[config.mk]
export PLATFORM = sky130hd
export DESIGN_NAME = tdc_multistop_proc
export DESIGN_NICKNAME = d
export VERILOG_FILES = /design/src/rtl/tdc_multistop_proc.sv
export SDC_FILE = /design/constraint.sdc
export NUM_CORES = 1
export LEC_CHECK = 0
export CORE_AREA = 2 2 361 363
export CTS_CLUSTER_DIAMETER = 50
export DETAILED_ROUTE_END_ITERATION = 12
export DIE_AREA = 0 0 363 365
export REMOVE_ABC_BUFFERS = 1
export SLEW_MARGIN = 20
export SYNTH_ARGS = -nofsm -noshare
export SYNTH_HDL_FRONTEND = slang
export SYNTH_SLANG_ARGS = --single-unit
[constraint.sdc]
create_clock -name clk -period 14.6 [get_ports clk]
set_clock_uncertainty 0.1 [all_clocks]
set_input_delay 4.38 -clock clk [delete_from_list [all_inputs] [get_ports clk]]
set_output_delay 4.38 -clock clk [all_outputs]
set_load 0.01 [all_outputs]
[src/rtl/tdc_multistop_proc.sv]
// Multi-stop TDC post-processor: serial popcount phase decode per snapshot, one coarse/fine
// interval record per stop channel. Define TDC_MISS_REPORT_EN to also emit records for silent channels.
module tdc_multistop_proc #(
  parameter int CHAIN_LEN      = 143,
  parameter int NUM_STOP       = 4,
  parameter int COARSE_W       = 32,
  parameter int FINE_W         = 9,
  parameter int TIMEOUT_CYCLES = 64,
  localparam int CH_W          = (NUM_STOP > 1) ? $clog2(NUM_STOP) : 1
) (
  input  logic                           clk,
  input  logic                           rst_n,
  input  logic                           start_valid,
  input  logic [CHAIN_LEN-1:0]           start_code,
  input  logic                           start_level,
  input  logic [COARSE_W-1:0]            start_coarse,
  input  logic [NUM_STOP-1:0]            stop_valid,
  input  logic [NUM_STOP*CHAIN_LEN-1:0]  stop_code,
  input  logic [NUM_STOP-1:0]            stop_level,
  input  logic [NUM_STOP*COARSE_W-1:0]   stop_coarse,
  output logic                           busy,
  output logic                           res_valid,
  input  logic                           res_ready,
  output logic [CH_W-1:0]                res_channel,
  output logic [COARSE_W-1:0]            res_coarse,
  output logic [FINE_W-1:0]              res_fine,
  output logic                           res_neg,
  output logic                           res_miss
);

  localparam int PTR_W = CH_W + 1;
  localparam int CNT_W = $clog2(CHAIN_LEN + 1);
  localparam int WIN_W = $clog2(TIMEOUT_CYCLES + 1);

  typedef enum logic [2:0] {
    S_IDLE, S_ARMED, S_DEC_START, S_SCAN, S_DEC_STOP, S_CALC, S_OUT
  } state_t;

  typedef struct packed {
    logic [COARSE_W-1:0] coarse;
    logic [FINE_W-1:0]   fine;
    logic                neg;
  } interval_t;

  // Phase difference wraps into 0..2*CHAIN_LEN-1 with a borrow taken from the coarse count.
  function automatic interval_t calc_interval(input logic [FINE_W-1:0]   ph_start,
                                              input logic [FINE_W-1:0]   ph_stop,
                                              input logic [COARSE_W-1:0] c_start,
                                              input logic [COARSE_W-1:0] c_stop);
    logic signed [FINE_W:0] d;
    logic signed [FINE_W:0] d_wrap;
    logic                   borrow;
    interval_t              r;
    d      = $signed({1'b0, ph_stop}) - $signed({1'b0, ph_start});
    d_wrap = d + $signed((FINE_W+1)'(2 * CHAIN_LEN));
    borrow = d[FINE_W];
    r.fine   = borrow ? d_wrap[FINE_W-1:0] : d[FINE_W-1:0];
    r.coarse = c_stop - c_start - COARSE_W'(borrow);
    r.neg    = (c_stop == c_start) && borrow;
    if (r.neg) begin
      r.coarse = '0;
      r.fine   = '0;
    end
    return r;
  endfunction

  state_t                  state_q, state_d;
  logic [NUM_STOP-1:0]     hit;
  logic [WIN_W-1:0]        win_cnt;
  logic [CNT_W-1:0]        dec_cnt;
  logic [PTR_W-1:0]        ch;
  logic [CHAIN_LEN-1:0]    start_code_q;
  logic                    start_level_q;
  logic [COARSE_W-1:0]     start_coarse_q;
  logic [CHAIN_LEN-1:0]    stop_code_q   [NUM_STOP];
  logic [NUM_STOP-1:0]     stop_level_q;
  logic [COARSE_W-1:0]     stop_coarse_q [NUM_STOP];
  logic [CHAIN_LEN-1:0]    sh;
  logic                    dec_level;
  logic [FINE_W-1:0]       acc;
  logic [FINE_W-1:0]       start_phase_q;
  logic                    bit_in, dec_last, hit_all, win_last;
  logic                    scan_found, scan_hit;
  logic [PTR_W-1:0]        scan_sel;
  interval_t               iv;

  assign busy     = (state_q != S_IDLE);
  assign bit_in   = (sh[0] == dec_level);
  assign dec_last = (dec_cnt == CNT_W'(CHAIN_LEN - 1));
  assign hit_all  = &(hit | stop_valid);
  assign win_last = (win_cnt == WIN_W'(TIMEOUT_CYCLES - 1));
  assign iv       = calc_interval(start_phase_q, acc, start_coarse_q, stop_coarse_q[ch[CH_W-1:0]]);

  always_comb begin
    scan_found = 1'b0;
    scan_hit   = 1'b0;
    scan_sel   = ch;
`ifdef TDC_MISS_REPORT_EN
    if (ch < PTR_W'(NUM_STOP)) begin
      scan_found = 1'b1;
      scan_hit   = hit[ch[CH_W-1:0]];
    end
`else
    // Walk downwards so the lowest qualifying channel is the one that sticks.
    for (int k = NUM_STOP - 1; k >= 0; k--) begin
      if (hit[k] && (PTR_W'(k) >= ch)) begin
        scan_found = 1'b1;
        scan_sel   = PTR_W'(k);
      end
    end
    scan_hit = scan_found;
`endif
  end

  always_ff @(posedge clk) begin
    if (!rst_n) state_q <= S_IDLE;
    else        state_q <= state_d;
  end

  always_comb begin
    state_d = state_q;
    unique case (state_q)
      S_IDLE:      if (start_valid) state_d = S_ARMED;
      S_ARMED:     if (hit_all || win_last) state_d = S_DEC_START;
      S_DEC_START: if (dec_last) state_d = S_SCAN;
      S_SCAN: begin
        if (!scan_found)   state_d = S_IDLE;
        else if (scan_hit) state_d = S_DEC_STOP;
        else               state_d = S_CALC;
      end
      S_DEC_STOP:  if (dec_last) state_d = S_CALC;
      S_CALC:      state_d = S_OUT;
      S_OUT:       if (res_ready) state_d = S_SCAN;
      default:     state_d = S_IDLE;
    endcase
  end

  logic cur_miss;

  always_ff @(posedge clk) begin
    if (!rst_n) begin
      hit         <= '0;
      win_cnt     <= '0;
      dec_cnt     <= '0;
      ch          <= '0;
      cur_miss    <= 1'b0;
      res_valid   <= 1'b0;
      res_channel <= '0;
      res_coarse  <= '0;
      res_fine    <= '0;
      res_neg     <= 1'b0;
`ifdef TDC_MISS_REPORT_EN
      res_miss    <= 1'b0;
`endif
    end else begin
      unique case (state_q)
        S_IDLE: begin
          if (start_valid) begin
            hit     <= '0;
            win_cnt <= '0;
            ch      <= '0;
          end
        end
        S_ARMED: begin
          hit     <= hit | stop_valid;
          win_cnt <= win_cnt + WIN_W'(1);
          dec_cnt <= '0;
        end
        S_DEC_START, S_DEC_STOP: dec_cnt <= dec_last ? '0 : dec_cnt + CNT_W'(1);
        S_SCAN: begin
          ch       <= scan_sel;
          cur_miss <= !scan_hit;
          dec_cnt  <= '0;
        end
        S_CALC: begin
          res_valid   <= 1'b1;
          res_channel <= ch[CH_W-1:0];
          res_coarse  <= iv.coarse;
          res_fine    <= iv.fine;
          res_neg     <= iv.neg;
`ifdef TDC_MISS_REPORT_EN
          res_miss    <= cur_miss;
          if (cur_miss) begin
            res_coarse <= '1;
            res_fine   <= '0;
            res_neg    <= 1'b0;
          end
`endif
        end
        S_OUT: begin
          if (res_ready) begin
            res_valid <= 1'b0;
            ch        <= ch + PTR_W'(1);
          end
        end
        default: ;
      endcase
    end
  end

`ifndef TDC_MISS_REPORT_EN
  assign res_miss = 1'b0;
`endif

  // Snapshot capture and serial decoder; no reset needed, every use is gated by the FSM.
  always_ff @(posedge clk) begin
    if (state_q == S_IDLE && start_valid) begin
      start_code_q   <= start_code;
      start_level_q  <= start_level;
      start_coarse_q <= start_coarse;
    end
    if (state_q == S_ARMED) begin
      for (int k = 0; k < NUM_STOP; k++) begin
        if (stop_valid[k] && !hit[k]) begin
          stop_code_q[k]   <= stop_code[k*CHAIN_LEN +: CHAIN_LEN];
          stop_level_q[k]  <= stop_level[k];
          stop_coarse_q[k] <= stop_coarse[k*COARSE_W +: COARSE_W];
        end
      end
    end
    if (state_q == S_ARMED && state_d == S_DEC_START) begin
      sh        <= start_code_q;
      dec_level <= start_level_q;
      acc       <= start_level_q ? '0 : FINE_W'(CHAIN_LEN);
    end
    if (state_q == S_DEC_START || state_q == S_DEC_STOP) begin
      sh  <= sh >> 1;
      acc <= acc + FINE_W'(bit_in);
    end
    if (state_q == S_DEC_START && dec_last) start_phase_q <= acc + FINE_W'(bit_in);
    if (state_q == S_SCAN) begin
      sh        <= stop_code_q[scan_sel[CH_W-1:0]];
      dec_level <= stop_level_q[scan_sel[CH_W-1:0]];
      acc       <= stop_level_q[scan_sel[CH_W-1:0]] ? '0 : FINE_W'(CHAIN_LEN);
    end
  end

endmodule

; After elaboration in Yosys (flattened, before gate mapping)
; Memories as Yosys holds them, arrays and structs flattened. A register that Yosys moved wholly into a read port is not among the register bits.
; Cells that the tools add are included.
[classes]
n_eq_ne = 14
order_cmp = 5
bitwise = 1
add_sub_neg = 8
n_reduce_logical = 37
muxes = 54
[op_table]
columns = operator, count
row1 = 143-bit 2-to-1 mux, 3
row2 = 41-bit 2-to-1 mux, 1
row3 = 3-bit 2-to-1 mux, 12
row4 = 9-bit 2-to-1 mux, 4
row5 = 32-bit == test, 1
row6 = 32-bit by 1-bit subtractor with 32-bit output, 1
row7 = 32-bit subtractor, 1
row8 = 8-bit 2-to-1 mux, 3
row9 = 3-bit one-hot mux with 7 select lines, 1
row10 = 1-bit 2-to-1 mux, 20
row11 = 8-bit one-hot mux with 2 select lines, 1
row12 = 7-bit one-hot mux with 2 select lines, 1
row13 = 1-bit logical AND, 12
row14 = 2-bit AND reduction, 6
row15 = 9-bit by 9-bit subtractor with 10-bit output, 1
row16 = 9-bit by 1-bit adder with 9-bit output, 1
row17 = "9-bit adder, second input constant", 1
row18 = "3-bit by 2-bit == test with 1-bit output, second input constant", 3
row19 = "3-bit == test, second input constant", 3
row20 = 3-bit one-hot mux with 3 select lines, 1
row21 = 3-bit nonzero test, 3
row22 = "8-bit by 1-bit adder with 8-bit output, second input constant", 1
row23 = "8-bit == test, second input constant", 1
row24 = 4-bit one-hot mux with 2 select lines, 1
row25 = 23 further kinds, 36
[totals]
regBits = 412
n_memories = 2
wordCells = 143
output_inout_bits = 47
ram_bits = 700
input_bits = 888
[memory_table]
columns = memory, depth, word_bits, read_ports, rd_ports_with_merged_regs, wr, line
row1 = stop_code_q, 4, 143, 1, 0, 4, 75  ; logic [CHAIN_LEN-1:0] stop_code_q [NUM_STOP];
row2 = stop_coarse_q, 4, 32, 1, 1, 4, 77  ; logic [COARSE_W-1:0] stop_coarse_q [NUM_STOP];

; Longest topological paths before layout
; Gate-level depths: netlist of the first run.
[depth]
ltp_word = 13
ltp_mapped = 19
ltp_nobuf = 18

; Worst setup path after synthesis of the first run
; Ideal clock, no wire load.
[synth_path]
kind = input-to-reg
from = input stop_valid[2]
to = memory stop_coarse_q[2][0] (enable)
path_slack_ns = 2.039
setup_time_ns = 0.714
path_buffers = 0
stages = 2
required_time_ns = 13.786
arrival_ns = 11.747
path_cell_list = nand2_1 nor2_1
[synth_rtl]
columns = element, line
row1 = "start, declared", 17  ; input logic [NUM_STOP-1:0] stop_valid,
row2 = "end, declared", 77

; Worst setup path after layout of the first run
[layout_path]
from = register state_q[1]
to = output busy
[layout_between]
elab_chain_len = 1
[layout_lines]
columns = element, line
row1 = "start, declared", 67  ; state_t state_q, state_d;
row2 = "start signal, assigned", 117  ; else state_q <= state_d;
row3 = 3-bit nonzero test, 87  ; assign busy = (state_q != S_IDLE);
row4 = "end, declared", 21  ; output logic busy,
; Every way passes these cells.

==> results.yml, run 1 <==
timing:
  final-setup-viol-count: 0
  timing.fmax_ghz: 0.1482
  period_minus_slack_ns: 6.750
  fin_setup_tns_ns: 0
  max_slew_margin_pct: 22.79
  finalHoldViolCount: 0
  finalCritPeriodShare_pct: 46.23
  drv_slew: 0
  tightestPinTransition_ns: 1.158
  whs_ns: 0.3495
  rsz0062_at_grt: "no"
cts:
  ctsHtreeMaxLevel: 4
  cts_root_buf: "clkbuf_16"
  clk_pin_slew_ns: 0.05
  cts_resized: 0
  cts_sinks: 1114
  cts-buffers-inserted: 138
  cts_max_path_buffers: 3
  clk_latency_ns: 0.77
  hold_buffers: 0
  cts_tree: "yes"
  cts_setup_buffers: 0
place:
  dp_hpwl_mm: 102.8
  numPortBuffers: 933
  gp_congestion: 0.8524
run:
  cap_violations: 0
floorplanning:
  dieHeight_um: 365
  rows: 132
  io_pins: 935
  die_w_um: 363
  core_area_um2: 128700
  start_util_pct: 34.51
  fp.dieArea_um2: 132500
routing:
  via_count: 27680
  drt_wl_total_mm: 141.9
  wl_per_cell_um: 25.81
  drtIter0Drc: 2254
  routed_via_density: 5.034
  drtPass1Iterations: 6
  antenna_left: 0
  drc: 0
logic_synthesis:
  yosys_warnings: 0
  ys_async_sr_fraction_pct: 0
  syn_area_per_cell_um2: 16.32
  ys_seq_area_share_pct: 73.72
  synth_cell_type_count: 70
  yosysTopAreaCell: "edfxtp_1"
  synth_edf_count: 1042
  ys_ff_latch: 1114
  netlist_instances: 2720
  syn-cell-area_um2: 44400
  synth_top_area_share_pct: 70.47
  synth_area_leaders: "edfxtp_1 70%, mux4_2 8.9%, dfxtp_1 3.2%"
  synth_ff_type: "edfxtp_1"
global_route:
  grt_pass1_vias: 28550
  grt_pass1_wl_mm: 198.2
  antenna_found_initial: 65
  grt_max_degree: 169
  grt.total_usage_pct: 20.99
  gr-total-overflow: 0
power_and_ir_drop:
  combPwrFrac_pct: 9.7
  internal-power_mw: 5.993
  p_sw_share_pct: 23.00
  switching_power_mw: 1.790
  power.leakage_nw: 20.70
  peakVddDrop_mv: 0.1033
  pwr-share-clk_pct: 42.7
  seq_power_share_pct: 47.6
  power_density_nw_per_um2: 129.5
run_status:
  status: "finished, final reports clean"
critical_path:
  required_ns: 10.12
  crit_chain: "or3_1 > clkdlybuf4s50_1"
  cp-end-kind: "primary output"
  critical_path.top_delay_family: "flip-flops"
  cp_slowest_stage_delay_ns: 0.70
  crit_buf_inv: 1
  cpMaxStageDelayCell: "dfxtp_1"
  cp.arrival_ns: 2.27
  worstPathMaxFanout: 17
  worstSetupStartpointType: "flip-flop"
  path_class: "flip-flop to primary output"
final_layout:
  syn_to_final_growth_pct: 35.39
  final_nets: 4665
  drive_above_1_share_pct: 11.54
  layout_common_cells: "1042 x edfxtp_1, 933 x clkdlybuf4s50_1, 362 x nand2_1"
  layout_commonest_cell: "edfxtp_1"
  nFillCells: 11280
min_path:
  hold_class: "flip-flop to flip-flop"
cell type report:
| type | count | area [um^2] | area share, % |
|---|---|---|---|
| flip-flops and latches | 1114 | 32730 | 54.46 |
| multi-input cells | 1359 | 10730 | 17.85 |
| repair buffers | 969 | 9634 | 16.03 |
| clock buffers | 162 | 3669 | 6.103 |
| well taps | 1675 | 2096 | 3.487 |
| clock inverters | 84 | 757.0 | 1.259 |
| inverters | 116 | 442.9 | 0.7369 |
| diodes | 20 | 50.05 | 0.08326 |
per-stage QoR:
step | std cells | instance area [um^2] | worst slack, ns | util (%) | power [mW]
floorplan | 2589 | 43810 | 1.657 | - | 4.165
CTS | 5479 | 60060 | 7.788 | 46.68 | 7.867
global placement | 5233 | 55630 | 7.053 | 43.24 | 4.530
global route | 5492 | 60090 | 7.695 | 46.71 | 8.037
finish | 5499 | 60110 | 7.850 | 46.72 | 7.783
detailed placement | 5233 | 55630 | 7.060 | 43.24 | 4.534
sequential cells by signal, summed over array words and instances (netlist names), named ones only:
signal	flops
acc	9
ch	3
dec_cnt	8
dec_level	1
hit	4
res_channel	2
res_coarse	32
res_fine	9
res_neg	1
res_valid	1
sh	143
start_coarse_q	32
start_code_q	143
start_level_q	1
start_phase_q	9
state_q	3
stop_coarse_q	128
stop_code_q	572
stop_level_q	4
win_cnt	7
path summary, 6_finish.rpt:
| path | from | end | slack, ns | depth (start not counted) |
|---|---|---|---|---|
| min reg2reg | res_coarse[11] | res_coarse[11] | 0.35 | 2 |
| min | res_coarse[11] | res_coarse[11] | 0.35 | 2 |
| max | state_q[1] | busy | 7.85 | 2 |
| max reg2reg | acc[1] | res_coarse[30] | 9.30 | 17 |
logic make-up after synthesis:
| group | synth area share [%] |
|---|---|
| xor+xnor | 1.155 |
| mux | 8.973 |
| flops | 73.72 |
| simple gates | 6.349 |
| other cells | 0.008446 |
| compound gates | 5.205 |
| fa+ha+maj | 2.277 |
| buf+inv | 2.311 |
Yosys cell counts (all sizes together) (9+ instances only):
library cell  count
edfxtp         1042
nand2           365
nor2            208
mux4            175
a31oi           146
inv             116
clkbuf           94
ha               76
dfxtp            72
a21oi            52
o21ai            49
buf              37
xnor2            29
nand3            27
xor2             27
a21o             24
a22oi            19
nand4            15
nor3             12
a211oi           10
and2             10
nand2b           10
o211ai            9
per-layer routing:
| layer | routed length (um) | vias up | track usage, % |
|---|---|---|---|
| met4 | 3501 | 68 | 6.964 |
| met2 | 72330 | 1064 | 36.48 |
| met1 | 54300 | 13860 | 24.83 |
| met5 | 443 | - | 0 |
| li1 | - | 12430 | - |
| met3 | 11370 | 259 | 6.264 |
worst register-to-register path: cells and delay by family, from the launching register on:
kind	cells	cell delay [ns]
xor gates and xnor gates	1	0.22
adders and majority gates	3	0.97
and+or+nand+nor	3	0.59
DFF	1	0.49
AOI/OAI and AO/OA	8	2.51
buffers and inverters	2	0.28
power groups by stage:
stage,clock network [mW],registers [mW],logic [mW]
after floorplan,0,3.79,0.378
final,3.32,3.71,0.751
after detailed placement,0,3.77,0.760
after global placement,0,3.77,0.759
after global routing,3.51,3.72,0.807
after CTS,3.39,3.71,0.763
(Power assumes the default switching activity.)
==> inputs of run 2 (changes only) <==
==> constraint.sdc (replaced) <==
create_clock -name clk -period 6.2 [get_ports clk]
set_clock_uncertainty 0.1 [all_clocks]
set_input_delay 1.86 -clock clk [delete_from_list [all_inputs] [get_ports clk]]
set_output_delay 1.86 -clock clk [all_outputs]
set_load 0.01 [all_outputs]
==> run 2 against run 1 <==
Compared with the run above: routed wire length up 1.3%; via count grew 0.14%; worst setup slack got worse by 6.8 ns; global-route usage grew 0.25 points; first-iteration DRC count down 0.98%; sequential power up 140%; critical path depth up 15; combinational power increased by 140%; register-to-register slack lost 8.3 ns; non-clock buffer count grew 15; clock power grew 150%; largest cell class unchanged.
==> results.yml, run 2 (same netlist as run 1, synthesis figures left out) <==
routing:
  drtIter0Drc: 2232
  antenna_left: 0
  drt_wl_total_mm: 143.7
  drtPass1Iterations: 5
  drc: 0
  routed_via_density: 5.005
  via_count: 27720
  wl_per_cell_um: 25.95
min_path:
  min-delay-start: "res_coarse[19]"
  holdPathStages: 2
  min_to: "res_coarse[19]"
  hold_class: "flip-flop to flip-flop"
power_and_ir_drop:
  pwr-share-clk_pct: 44.1
  power_density_nw_per_um2: 309.2
  peakVddDrop_mv: 0.2488
  switching_power_mw: 4.272
  p_sw_share_pct: 22.73
  power.leakage_nw: 21.01
  seq_power_share_pct: 46.4
  internal-power_mw: 14.52
  combPwrFrac_pct: 9.5
  p_total_mw: 18.79
critical_path:
  worstSetupStartpointType: "flip-flop"
  reg2regPathDepth: 17
  reg2reg_to: "res_coarse[30]"
  worstPathMaxFanout: 7
  r2r_start: "acc[1]"
  cp.arrival_ns: 5.70
  path_class: "flip-flop to flip-flop"
  cp-end-kind: "flip-flop"
  required_ns: 6.71
  r2r_setup_slack_ns: 1.01
place:
  place_inst: 5248
  dp_slack_ns: 1.058
  numPortBuffers: 933
  gp_congestion: 0.8861
  dp_hpwl_mm: 103.7
floorplanning:
  die_w_um: 363
  dieHeight_um: 365
  fp.dieArea_um2: 132500
  rows: 132
  io_pins: 935
  core_area_um2: 128700
  start_util_pct: 34.51
timing:
  max_slew_margin_pct: 33.93
  finalHoldViolCount: 0
  fin_ws_ns: 1.011
  period_minus_slack_ns: 5.189
  tightestPinTransition_ns: 0.9911
  whs_ns: 0.3417
  finalCritPeriodShare_pct: 83.69
  drv_slew: 0
  final-setup-viol-count: 0
  timing.fmax_ghz: 0.1927
  rsz0062_at_grt: "no"
final_layout:
  nFillCells: 11100
  drive_above_1_share_pct: 12.22
  syn_to_final_growth_pct: 36.91
  final_nets: 4687
  layout_common_cells: "1042 x edfxtp_1, 933 x clkdlybuf4s50_1, 362 x nand2_1"
  largestRegisters: "stop_code_q: 572 flops, sh: 143 flops, start_code_q: 143 flops"
  largest_reg_flops: 572
  layout_commonest_cell: "edfxtp_1"
  layoutNonFillerInstCount: 5538
  largest-register: "stop_code_q"
cts:
  cts_root_buf: "clkbuf_16"
  cts-buffers-inserted: 145
  clk_pin_slew_ns: 0.06
  hold_buffers: 0
  cts_max_path_buffers: 3
  clk_latency_ns: 0.76
  cts_resized: 0
  ctsHtreeMaxLevel: 4
  cts_setup_buffers: 0
  cts_tree: "yes"
  cts_sinks: 1114
global_route:
  grt_max_degree: 139
  grt_pass1_vias: 28740
  gr-total-overflow: 0
  antenna_found_initial: 69
  grt_pass1_wl_mm: 199.9
  grt.total_usage_pct: 21.24
run_status:
  status: "finished, final reports clean"
run:
  cap_violations: 0
-- run 2: cell types whose count changed in the layout (fill, tap and decap cells not counted), moves of 3 or more --
cell and delta:
clkbuf_1 +10, buf_12 +19, inv_8 +7, clkbuf_16 +7, clkinv_1 -8, buf_4 -4, diode_2 +6, clkinv_2 -3
bufinv_16 +3
-- run 2: final cells by class --
class,count,area (um^2),area share (%)
timing repair buffer,984,9985,16.43
clock inverter,82,827.0,1.361
tap,1675,2096,3.448
clock buffer,182,3916,6.442
antenna,26,65.06,0.1070
multi-input combinational,1359,10720,17.64
sequential,1114,32730,53.85
inverter,116,442.9,0.7286
-- run 2: worst max-delay path by stage --
stage / cells past startpoint / endpoint / startpoint
4_1_cts: 17 / res_coarse[30] / acc[1]
2_1_floorplan: 3 / acc[0] / state_q[2]
3_3_place_gp: 17 / res_coarse[30] / acc[1]
6_report: 17 / res_coarse[30] / acc[1]
3_5_place_dp: 17 / res_coarse[30] / acc[1]
5_1_grt: 17 / res_coarse[30] / acc[1]
-- run 2: power by group through the flow --
stage	combinational, mW	sequential, mW	clock, mW
after floorplan	0.889	8.92	0
after global placement	1.79	8.88	0
after detailed placement	1.80	8.88	0
after CTS	1.81	8.73	8.47
after global routing	1.92	8.75	8.74
final	1.78	8.73	8.29
-- run 2: metrics by stage --
step | utilization [%] | cell area, um^2 | setup TNS [ns]
detailed placement | 43.51 | 55980 | 0
floorplan | - | 43810 | -4005.07
global placement | 43.50 | 55960 | 0
finish | 47.25 | 60790 | 0
global route | 47.22 | 60760 | 0
CTS | 47.20 | 60720 | 0
-- run 2: worst max-delay path, stage by stage (launching register included) --
cell and delay, ns:
edfxtp_1 0.46, ha_1 0.32, nor2b_1 0.16, o31a_1 0.29, o221a_2 0.26, o22a_1 0.25, inv_1 0.17, fa_1 0.20
inv_1 0.07, fa_1 0.42, nand2b_1 0.18, a2111oi_0 0.76, o21ai_0 0.31, and2_1 0.26, a21oi_1 0.33, o311ai_0 0.24
xnor2_1 0.17, o21ai_0 0.08
-- run 2: per-layer routing --
metal  global-route usage [%]  share of wire (%)
met5                        0               0.25
met4                    7.127                2.7
met3                    6.937                9.0
met2                    37.13                 51
met1                    24.50                 37
